`src/rtl/ex_mem_pkg.sv`:
```
// Shared constants and FSM encoding for the EX/MEM boundary register.
// Replaces the legacy define.v macros with typed package items.
package ex_mem_pkg;

  localparam int unsigned RegBus     = 32;
  localparam int unsigned RegAddrBus = 5;
  localparam logic [RegBus-1:0] ZeroWord = '0;
  localparam logic RstEnable  = 1'b0;
  localparam logic RstDisable = 1'b1;

  typedef enum logic [1:0] {
    ExmemEmpty = 2'd0,
    ExmemOne   = 2'd1,
    ExmemTwo   = 2'd2
  } exmem_state_e;

  // EX may only push when the skid slot will be free.
  function automatic logic ready_for(exmem_state_e s);
    return s != ExmemTwo;
  endfunction

endpackage

```
`src/rtl/ex_mem_if.sv`:
```
// EX->MEM handshake bus plus the ID-stage forwarding tap.
// ex_mem sits on the slave modport; the surrounding pipeline uses master.
interface ex_mem_if #(
  parameter int unsigned DATA_W = 32,
  parameter int unsigned ADDR_W = 5
);
  logic              ex_valid;
  logic              ex_ready;
  logic [ADDR_W-1:0] ex_wd;
  logic              ex_wreg;
  logic [DATA_W-1:0] ex_wdata;
  logic              mem_valid;
  logic              mem_ready;
  logic [ADDR_W-1:0] mem_wd;
  logic              mem_wreg;
  logic [DATA_W-1:0] mem_wdata;
  logic              fwd_we;
  logic [ADDR_W-1:0] fwd_waddr;
  logic [DATA_W-1:0] fwd_wdata;

  modport slave (
    input  ex_valid, ex_wd, ex_wreg, ex_wdata, mem_ready,
    output ex_ready, mem_valid, mem_wd, mem_wreg, mem_wdata, fwd_we, fwd_waddr, fwd_wdata
  );

  modport master (
    output ex_valid, ex_wd, ex_wreg, ex_wdata, mem_ready,
    input  ex_ready, mem_valid, mem_wd, mem_wreg, mem_wdata, fwd_we, fwd_waddr, fwd_wdata
  );
endinterface

```
`src/rtl/ex_mem_pipe_slot.sv`:
```
// One pipeline entry (valid, wd, wreg, wdata) with load and clear controls.
// Clear beats load so a flushed entry never survives; all fields read zero when empty.
module ex_mem_pipe_slot
  import ex_mem_pkg::*;
#(
  parameter int unsigned DATA_W = RegBus,
  parameter int unsigned ADDR_W = RegAddrBus
) (
  input  logic              clk,
  input  logic              rst,
  input  logic              load,
  input  logic              clear,
  input  logic              in_valid,
  input  logic [ADDR_W-1:0] in_wd,
  input  logic              in_wreg,
  input  logic [DATA_W-1:0] in_wdata,
  output logic              valid,
  output logic [ADDR_W-1:0] wd,
  output logic              wreg,
  output logic [DATA_W-1:0] wdata
);

  logic              valid_q;
  logic [ADDR_W-1:0] wd_q;
  logic              wreg_q;
  logic [DATA_W-1:0] wdata_q;

  always_ff @(posedge clk) begin
    if (rst == RstEnable || clear) begin
      valid_q <= 1'b0;
      wd_q    <= '0;
      wreg_q  <= 1'b0;
      wdata_q <= '0;
    end else if (load) begin
      valid_q <= in_valid;
      wd_q    <= in_wd;
      wreg_q  <= in_wreg;
      wdata_q <= in_wdata;
    end
  end

  assign valid = valid_q;
  assign wd    = wd_q;
  assign wreg  = wreg_q;
  assign wdata = wdata_q;

endmodule

```
`src/rtl/ex_mem.sv`:
```
// EX/MEM pipeline register with a two-entry skid buffer and synchronous flush.
// Define EX_MEM_FWD_EN to drive the fwd_* bypass tap from the main slot.
module ex_mem
  import ex_mem_pkg::*;
#(
  parameter int unsigned DATA_W = RegBus,
  parameter int unsigned ADDR_W = RegAddrBus
) (
  input logic     clk,
  input logic     rst,
  input logic     flush,
  ex_mem_if.slave bus
);

  exmem_state_e state_q, state_d;
  logic         ex_ready_q, ex_ready_d;
  logic         accept, pop;

  logic main_load, main_clear, main_from_skid;
  logic skid_load, skid_clear;

  logic              main_valid, skid_valid;
  logic [ADDR_W-1:0] main_wd, skid_wd;
  logic              main_wreg, skid_wreg;
  logic [DATA_W-1:0] main_wdata, skid_wdata;

  assign accept = bus.ex_valid & ex_ready_q;
  assign pop    = main_valid & bus.mem_ready;

  always_comb begin
    state_d        = state_q;
    main_load      = 1'b0;
    main_clear     = 1'b0;
    main_from_skid = 1'b0;
    skid_load      = 1'b0;
    skid_clear     = 1'b0;
    if (flush) begin
      state_d    = ExmemEmpty;
      main_clear = 1'b1;
      skid_clear = 1'b1;
    end else begin
      unique case (state_q)
        ExmemEmpty: begin
          if (accept) begin
            main_load = 1'b1;
            state_d   = ExmemOne;
          end
        end
        ExmemOne: begin
          if (accept && !pop) begin
            skid_load = 1'b1;
            state_d   = ExmemTwo;
          end else if (accept && pop) begin
            main_load = 1'b1;
          end else if (pop) begin
            main_clear = 1'b1;
            state_d    = ExmemEmpty;
          end
        end
        ExmemTwo: begin
          if (pop) begin
            main_load      = 1'b1;
            main_from_skid = 1'b1;
            skid_clear     = 1'b1;
            state_d        = ExmemOne;
          end
        end
        default: begin
          main_clear = 1'b1;
          skid_clear = 1'b1;
          state_d    = ExmemEmpty;
        end
      endcase
    end
    ex_ready_d = ready_for(state_d);
  end

  always_ff @(posedge clk) begin
    if (rst == RstEnable) begin
      state_q    <= ExmemEmpty;
      ex_ready_q <= 1'b1;
    end else begin
      state_q    <= state_d;
      ex_ready_q <= ex_ready_d;
    end
  end

  ex_mem_pipe_slot #(
    .DATA_W (DATA_W),
    .ADDR_W (ADDR_W)
  ) u_main (
    .clk      (clk),
    .rst      (rst),
    .load     (main_load),
    .clear    (main_clear),
    .in_valid (main_from_skid ? skid_valid : 1'b1),
    .in_wd    (main_from_skid ? skid_wd : bus.ex_wd),
    .in_wreg  (main_from_skid ? skid_wreg : bus.ex_wreg),
    .in_wdata (main_from_skid ? skid_wdata : bus.ex_wdata),
    .valid    (main_valid),
    .wd       (main_wd),
    .wreg     (main_wreg),
    .wdata    (main_wdata)
  );

  ex_mem_pipe_slot #(
    .DATA_W (DATA_W),
    .ADDR_W (ADDR_W)
  ) u_skid (
    .clk      (clk),
    .rst      (rst),
    .load     (skid_load),
    .clear    (skid_clear),
    .in_valid (1'b1),
    .in_wd    (bus.ex_wd),
    .in_wreg  (bus.ex_wreg),
    .in_wdata (bus.ex_wdata),
    .valid    (skid_valid),
    .wd       (skid_wd),
    .wreg     (skid_wreg),
    .wdata    (skid_wdata)
  );

  assign bus.ex_ready  = ex_ready_q;
  assign bus.mem_valid = main_valid;
  assign bus.mem_wd    = main_wd;
  assign bus.mem_wreg  = main_wreg;
  assign bus.mem_wdata = main_wdata;

`ifdef EX_MEM_FWD_EN
  // Skid entry is deliberately not forwarded; ID stalls while ex_ready is low.
  assign bus.fwd_we    = main_valid & main_wreg;
  assign bus.fwd_waddr = main_wd;
  assign bus.fwd_wdata = main_wdata;
`else
  assign bus.fwd_we    = 1'b0;
  assign bus.fwd_waddr = '0;
  assign bus.fwd_wdata = DATA_W'(ZeroWord);
`endif

endmodule

```
`src/flat_wrapper.sv`:
```
// flat-port wrapper written by rule: the top's interface ports become plain ports
module ex_mem_flat import ex_mem_pkg::*;
#(
  parameter int unsigned DATA_W = RegBus,
  parameter int unsigned ADDR_W = RegAddrBus
)
  (clk, rst, flush, bus_ex_valid, bus_ex_wd, bus_ex_wreg, bus_ex_wdata, bus_mem_ready, bus_ex_ready, bus_mem_valid, bus_mem_wd, bus_mem_wreg, bus_mem_wdata, bus_fwd_we, bus_fwd_waddr, bus_fwd_wdata);
  ex_mem_if #(.DATA_W(DATA_W), .ADDR_W(ADDR_W)) bus_i ();
  input logic clk;
  input logic rst;
  input logic flush;
  input wire logic [$bits(bus_i.ex_valid)-1:0] bus_ex_valid;
  input wire logic [$bits(bus_i.ex_wd)-1:0] bus_ex_wd;
  input wire logic [$bits(bus_i.ex_wreg)-1:0] bus_ex_wreg;
  input wire logic [$bits(bus_i.ex_wdata)-1:0] bus_ex_wdata;
  input wire logic [$bits(bus_i.mem_ready)-1:0] bus_mem_ready;
  output wire logic [$bits(bus_i.ex_ready)-1:0] bus_ex_ready;
  output wire logic [$bits(bus_i.mem_valid)-1:0] bus_mem_valid;
  output wire logic [$bits(bus_i.mem_wd)-1:0] bus_mem_wd;
  output wire logic [$bits(bus_i.mem_wreg)-1:0] bus_mem_wreg;
  output wire logic [$bits(bus_i.mem_wdata)-1:0] bus_mem_wdata;
  output wire logic [$bits(bus_i.fwd_we)-1:0] bus_fwd_we;
  output wire logic [$bits(bus_i.fwd_waddr)-1:0] bus_fwd_waddr;
  output wire logic [$bits(bus_i.fwd_wdata)-1:0] bus_fwd_wdata;
  assign bus_i.ex_valid = bus_ex_valid;
  assign bus_i.ex_wd = bus_ex_wd;
  assign bus_i.ex_wreg = bus_ex_wreg;
  assign bus_i.ex_wdata = bus_ex_wdata;
  assign bus_i.mem_ready = bus_mem_ready;
  assign bus_ex_ready = bus_i.ex_ready;
  assign bus_mem_valid = bus_i.mem_valid;
  assign bus_mem_wd = bus_i.mem_wd;
  assign bus_mem_wreg = bus_i.mem_wreg;
  assign bus_mem_wdata = bus_i.mem_wdata;
  assign bus_fwd_we = bus_i.fwd_we;
  assign bus_fwd_waddr = bus_i.fwd_waddr;
  assign bus_fwd_wdata = bus_i.fwd_wdata;
  ex_mem #(.DATA_W(DATA_W), .ADDR_W(ADDR_W)) u_core (.clk(clk), .rst(rst), .flush(flush), .bus(bus_i));
endmodule
```
`config.mk`:
```
export PLATFORM = sky130hd
export DESIGN_NAME = ex_mem_flat
export DESIGN_NICKNAME = d
export VERILOG_FILES = /design/src/rtl/ex_mem_pkg.sv /design/src/rtl/ex_mem_if.sv /design/src/rtl/ex_mem_pipe_slot.sv /design/src/rtl/ex_mem.sv /design/src/flat_wrapper.sv
export SDC_FILE = /design/constraint.sdc
export NUM_CORES = 1
export LEC_CHECK = 0
export ABC_CLOCK_PERIOD_IN_PS = 2800
export BUFFER_PORTS_ARGS = -buffer_cell sky130_fd_sc_hd__buf_2
export CORE_MARGIN = 2
export CORE_UTILIZATION = 55
export DETAILED_ROUTE_END_ITERATION = 12
export PLACE_DENSITY = 0.89
export SYNTH_ARGS = -nofsm -noshare
export SYNTH_HDL_FRONTEND = slang
export SYNTH_SLANG_ARGS = --single-unit
```
`constraint.sdc`:
```
create_clock -name clk -period 2.8 [get_ports clk]
set_clock_uncertainty 0.2 [all_clocks]
set_input_delay 0.14 -clock clk [delete_from_list [all_inputs] [get_ports clk]]
set_output_delay 0.14 -clock clk [all_outputs]
set_load 0.02 [all_outputs]
```
Word level (Yosys, flattened, before mapping)
Index checks and enable logic that the tools add are counted.
{ "word_totals": {"latch_bits": 0, "n_memories": 0, "regBits": 81, "word_cells": 52, "ram_bits": 0, "mem_bits_ro": 0} }
{ "op_classes": {"n_shift": 0, "mux": 28, "eq_ne": 3, "div": 0, "bitwise": 3, "n_lt_le_gt_ge": 0, "addsub": 0, "multipliers": 0, "reduce_logical": 8} }
{ "op_table": {"columns": ["cell", "n"], "rows": [
  ["$mux 32", 1],
  ["$mux 1", 16],
  ["$mux 2", 6],
  ["$pmux 2 s3", 1],
  ["$mux 5", 1],
  ["$pmux 1 s2", 2],
  ["$reduce_or 2->1", 2],
  ["$pmux 1 s3", 1],
  ["$and 1x1->1", 2],
  ["$eq 2x1->1 const B", 1],
  ["$eq 2x2->1 const B", 1],
  ["$logic_and 1x1->1", 2],
  ["$logic_not 2->1", 1],
  ["$logic_or 1x1->1", 2],
  ["$ne 2x2->1 const B", 1],
  ["$logic_not 1->1", 1],
  ["$not 1->1", 1]
]} }

Depth between registers and ports, before layout
{ "depth": {"ltp_word": 7, "depth_mapped": 6, "mapped_depth_nobuf": 4} }

Modules after synthesis
From an unflattened synthesis, not the netlist that was laid out.
{ "hier_totals": {"hier_cells": 360, "area_unflattened_um2": 3888.7} }
{ "by_module_without_submodules": {"columns": ["mod", "area_per_inst_um2", "seq_area_each_um2", "cells_per_inst", "n_inst"], "rows": [
  ["ex_mem_pipe_slot", 1407.6, 780.7, 127, 2],
  ["ex_mem", 1073.5, 60.1, 106, 1]
]} }

Least setup slack after synthesis
No wires, ideal clock.
{ "synth_timing": {"path_kind": "reg-to-reg", "startpoint": "register u_core.u_main.valid_q (netlist: u_core.u_main.valid)", "endpoint": "register u_core.u_main.wdata_q[21] (netlist: u_core.u_main.wdata[21])", "setup_ps": 126, "setup_slack_ps": 980, "arrival_ps": 1493, "path_stages_with_launch": 7, "synth_period_minus_slack_ps": 1820, "path_buffers": 2, "required_ps": 2474, "path_cell_list": "dfxtp_1 and2_1 a21oi_1 o21ai_1 buf_2 buf_2 a211oi_2"} }
{ "synth_via": {"elab_chain_cells": 7} }
{ "synth_rtl": {"columns": ["item", "line_no", "rtl"], "rows": [
  ["from (decl)", "ex_mem_pipe_slot.sv:23", "logic valid_q;"],
  ["from (signal assigned)", "ex_mem_pipe_slot.sv:35", "valid_q <= in_valid;"],
  ["$and 1x1->1 (*)", "ex_mem.sv:28", "assign pop = main_valid & bus.mem_ready;"],
  ["$mux 1 (tied with other cells)", "ex_mem.sv:55, ex_mem.sv:61", null],
  ["$mux 1 or $logic_and 1x1->1 (tied branches)", "ex_mem.sv:53, ex_mem.sv:50", null],
  ["$mux 1", "ex_mem.sv:50", "if (accept && !pop) begin"],
  ["$pmux 1 s2", "ex_mem.sv:42", "unique case (state_q)"],
  ["$mux 1", "ex_mem.sv:37", "if (flush) begin"],
  ["$logic_or 1x1->1", "ex_mem_pipe_slot.sv:29", "if (rst == RstEnable || clear) begin"],
  ["to (signal assigned)", "ex_mem_pipe_slot.sv:38", "wdata_q <= in_wdata;"],
  ["to (decl)", "ex_mem_pipe_slot.sv:26", "logic [DATA_W-1:0] wdata_q;"]
]} }
Mark *: on every way between the ends. The rest lies on a longest branch, timed or not.
A chain may end at the register's enable or synchronous reset.

Final worst setup path
{ "layout_timing": {"startpoint": "register u_core.state_q[1]", "endpoint": "register u_core.u_skid.wd_q[3] (netlist: u_core.u_skid.wd[3])"} }
{ "layout_via": {"elab_chain_cells": 5} }
{ "layout_rtl": {"columns": ["item", "line_no", "rtl"], "rows": [
  ["from (decl)", "ex_mem.sv:15", "exmem_state_e state_q, state_d;"],
  ["from (signal assigned)", "ex_mem.sv:80", "state_q <= ExmemEmpty;"],
  ["from (signal assigned)", "ex_mem.sv:83", "state_q <= state_d;"],
  ["$eq 2x1->1 or $logic_not 2->1 (tied branches)", "ex_mem.sv:42", null],
  ["$reduce_or 2->1 (no source line)", null, null],
  ["$pmux 1 s2", "ex_mem.sv:42", null],
  ["$mux 1", "ex_mem.sv:37", null],
  ["$logic_or 1x1->1", "ex_mem_pipe_slot.sv:29", null],
  ["to (signal assigned)", "ex_mem_pipe_slot.sv:36", "wd_q <= in_wd;"],
  ["to (decl)", "ex_mem_pipe_slot.sv:24", "logic [ADDR_W-1:0] wd_q;"]
]} }
Parallel ways exist; a longest one is shown, timed or not.

==> impl_metrics.csv <==
group,metric,value,unit
power_and_ir_drop,switching_share,0.260,
layout,fin_area,0.00466,mm^2
worst_setup_path,crit_required,2.88,ns
drt,drtIter0Drc,167,
synth,synth_top_area_frac,0.433,
timing,relSlewSlack,0.517,
synth,synth_top_family_by_area,"compound AO/OA/AOI/OAI gates",
floorplanning,rows,30,
synth,ys_ff_latch,81,
global_route,grt_pass1_wl,14600,um
worst_setup_path,cp-start-kind,"flop",
synth,ys_types,33,
global_route,grt_max_degree,40,
synth,yosys_warnings,0,
global_route,track_usage,0.247,
worst_setup_path,arrival,2.24,ns
worst_setup_path,reg2reg_slack,0.64,ns
worst_setup_path,r2r_start,"u_core.state_q[1]$_SDFF_PN0_",
drt,drc,0,
synth,syn_inst,409,
floorplanning,fp.coreArea,0.00668,mm^2
outcome,status,"complete, no violations",
synth,synthTopCellsByCount,"81 x dfxtp_1, 80 x nand2_1, 43 x buf_4",
power_and_ir_drop,power_frac_seq,0.466,
layout,antenna_cells,0,
floorplanning,start_util,0.560,
power_and_ir_drop,p_int,1910,uW
power_and_ir_drop,ir_drop,0.445,mV
cts,cts_root_buf,"clkbuf_8",
worst_setup_path,timing.rr.end,"u_core.u_skid.wd[3]$_SDFFE_PP0P_",
synth,async_reset_ff_frac,0,
worst_setup_path,end_kind,"flop",
drt,num_vias,3260,
synth,synth_most_common_cell,"dfxtp_1",
layout,drive_gt1_frac,0.266,
cts,path_clk_slew,0.08,ns
synth,synth_edf_count,0,
layout,syn2layout_area_growth,24.5,%
cts,cts_sinks,81,
drt,drt_wl_total,9080,um
drt,via_per_inst,5.38,
timing,finalHoldViolCount,0,
place,place_congestion,0.746,
power_and_ir_drop,p_per_area,555,mW/mm^2
drt,detail-route-antenna-nets,0,
synth,syn_avg_cell_area,9.15,um^2
synth,yosysTopAreaCell,"dfxtp_1",
floorplanning,dieArea,0.00748,mm^2
worst_setup_path,critPathLaunch,"u_core.state_q[1]$_SDFF_PN0_",
min_path,hold_path.class,"in2reg",
layout,fin_nets,564,
timing,period_needed,2.16,ns
synth,synthAdderAreaFrac,0,
synth,synth-compound-area-share,0.179,
timing,setup_viol,0,
cts,clkLatencyLatePin,0.35,ns
synth,synth_simple_gate_area_frac,0.155,
layout,fill_cells,534,
global_route,grt-ovfl-total,0,
place,hpwl,5650,um
cts,h-tree-depth,3,
global_route,grt_pass1_vias,3100,
cts,cts.path.max_buffers,2,
layout,fin_cells,606,
layout,multiInputGateArea,0.00180,mm^2
cts,cts_tree,"done",
cts,numCtsBuffers,9,
place,dpl-instance-area,0.00404,mm^2
worst_setup_path,cp_max_fo,19,
floorplanning,num_io_pins,121,
drt,drt-pass1-iter-count,4,
power_and_ir_drop,p_sw,674,uW
power_and_ir_drop,power_frac_clock,0.389,
synth,ys.flop_type,"dfxtp_1",
worst_setup_path,crit_type,"reg2reg",
layout,ff_latch_area,0.00162,mm^2
worst_setup_path,cp-endpoint,"u_core.u_skid.wd[3]$_SDFFE_PP0P_",
timing,tns,0,ns
synth,syn-cell-area,0.00374,mm^2
power_and_ir_drop,cellLeakagePower,0.00183,uW
floorplanning,dieHeight,86.5,um
worst_setup_path,rr_worst_depth,5,
floorplanning,die_w,86.5,um
timing,clock.fmax,462,MHz
power_and_ir_drop,combPwrFrac,0.145,
synth,yosysSeqAreaShare,0.433,
timing,fin_crit_sh,0.773,
drt,routedWlPerCell,15.0,um
synth,synth_xor_area_frac,0,
global_route,antenna_found_initial,0,
place,io_buffers,82,
layout,fin_util,0.698,
synth,synth_area_leaders,"dfxtp_1 43%, mux2i_1 10%, a211oi_2 9.7%",
timing,grt_setup_unrepaired,"false",
flow_run,maxCapViolCount,0,
place,placed_cells,551,
timing,slew_violations,0,
timing,worst_slew_pin_slew,0.719,ns
synth,synth_mux_area_frac,0.102,
[per-stage QoR]
step	hold WS, ns	setup slack (ns)	power [uW]
after detailed placement	0.200	0.694	1560
final	0.00568	0.637	2590
after global routing	0.0504	0.508	2690
after global placement	0.192	0.746	1550
after floorplan	0.0760	0.981	1490
after CTS	0.000126	0.663	2590
[metal layers]
metal | global-route usage | up-vias | routed length [um]
met2 | 0.448 | 128 | 4800
met4 | 0.0767 | 0 | 154
met5 | 0 | - | 0
met1 | 0.286 | 1578 | 3550
met3 | 0.0610 | 18 | 575
li1 | - | 1536 | -
[registers in the layout, indices dropped and copies added, names as in the netlist]
name                 cells
u_core.u_main.wreg       1
u_core.u_skid.valid      1
u_core.u_skid.wd         5
u_core.bus.ex_ready      1
u_core.u_skid.wreg       1
u_core.u_skid.wdata     32
u_core.u_main.wdata     32
u_core.u_main.wd         5
u_core.state_q           2
u_core.u_main.valid      1
[power groups by stage]
stage	clock network (uW)	registers, uW	logic [uW]
after global routing	1070	1210	407
after detailed placement	0	1230	328
after CTS	1010	1210	371
after floorplan	0	1270	229
after global placement	0	1230	320
final	1010	1210	375
[critical path: stages, from the launching register on]
cell and delay [ns]:
dfxtp_1 0.37, nand3b_1 0.32, nor4_4 0.60, buf_4 0.37, nand2_1 0.08, a21oi_1 0.13
[layout by cell type (no fill, tap or decap), types with 2 or more instances in the layout]
cell type and n:
a21oi_1 41, buf_2 82, nand2_1 80, clkbuf_8 9
buf_4 7, nand3_1 2, inv_1 2, conb_1 38
dlygate4sd3_1 39, bufinv_16 3, nor2_1 41, clkbuf_1 2
buf_12 2, mux2i_1 38, dfxtp_1 81, a211oi_2 29
a211oi_1 9, nor3_1 3
[cells by family (layout without fill, tap and decap cells)]
| group | count (synthesis) | count (layout) |
|---|---|---|
| DFF | 81 | 81 |
| muxes | 38 | 38 |
| buffers and inverters | 68 | 148 |
| AOI/OAI and AO/OA | 84 | 84 |
| and+or+nand+nor | 137 | 137 |
| other | 1 | 38 |
[worst min path at each step]
stage	startpoint	to	cells after the start
global placement	bus_ex_wd[4]	u_core.u_skid.wd[4]$_SDFFE_PP0P_	3
floorplan	bus_ex_wd[0]	u_core.u_skid.wd[0]$_SDFFE_PP0P_	2
global route	bus_mem_ready	u_core.state_q[0]$_SDFF_PN0_	3
finish	flush	u_core.u_main.valid$_SDFFE_PP0P_	3
CTS	flush	u_core.u_main.valid$_SDFFE_PP0P_	3
detailed placement	bus_ex_wdata[22]	u_core.u_skid.wdata[22]$_SDFFE_PP0P_	3
[repair_timing]
action                                 CTS  global route
hold buffers                            39             0
gates resized for setup                  0             0
setup buffers                            0             0
endpoints found under the hold margin   77             0
[cell type report]
type | instances | area share
inverter | 2 | 0.00161
sequential | 81 | 0.348
tap | 80 | 0.0215
timing repair buffer | 130 | 0.192
multi-input combinational | 297 | 0.387
clock inverter | 5 | 0.0223
clock buffer | 11 | 0.0282
Note: power is estimated with default switching activity, not from simulation.
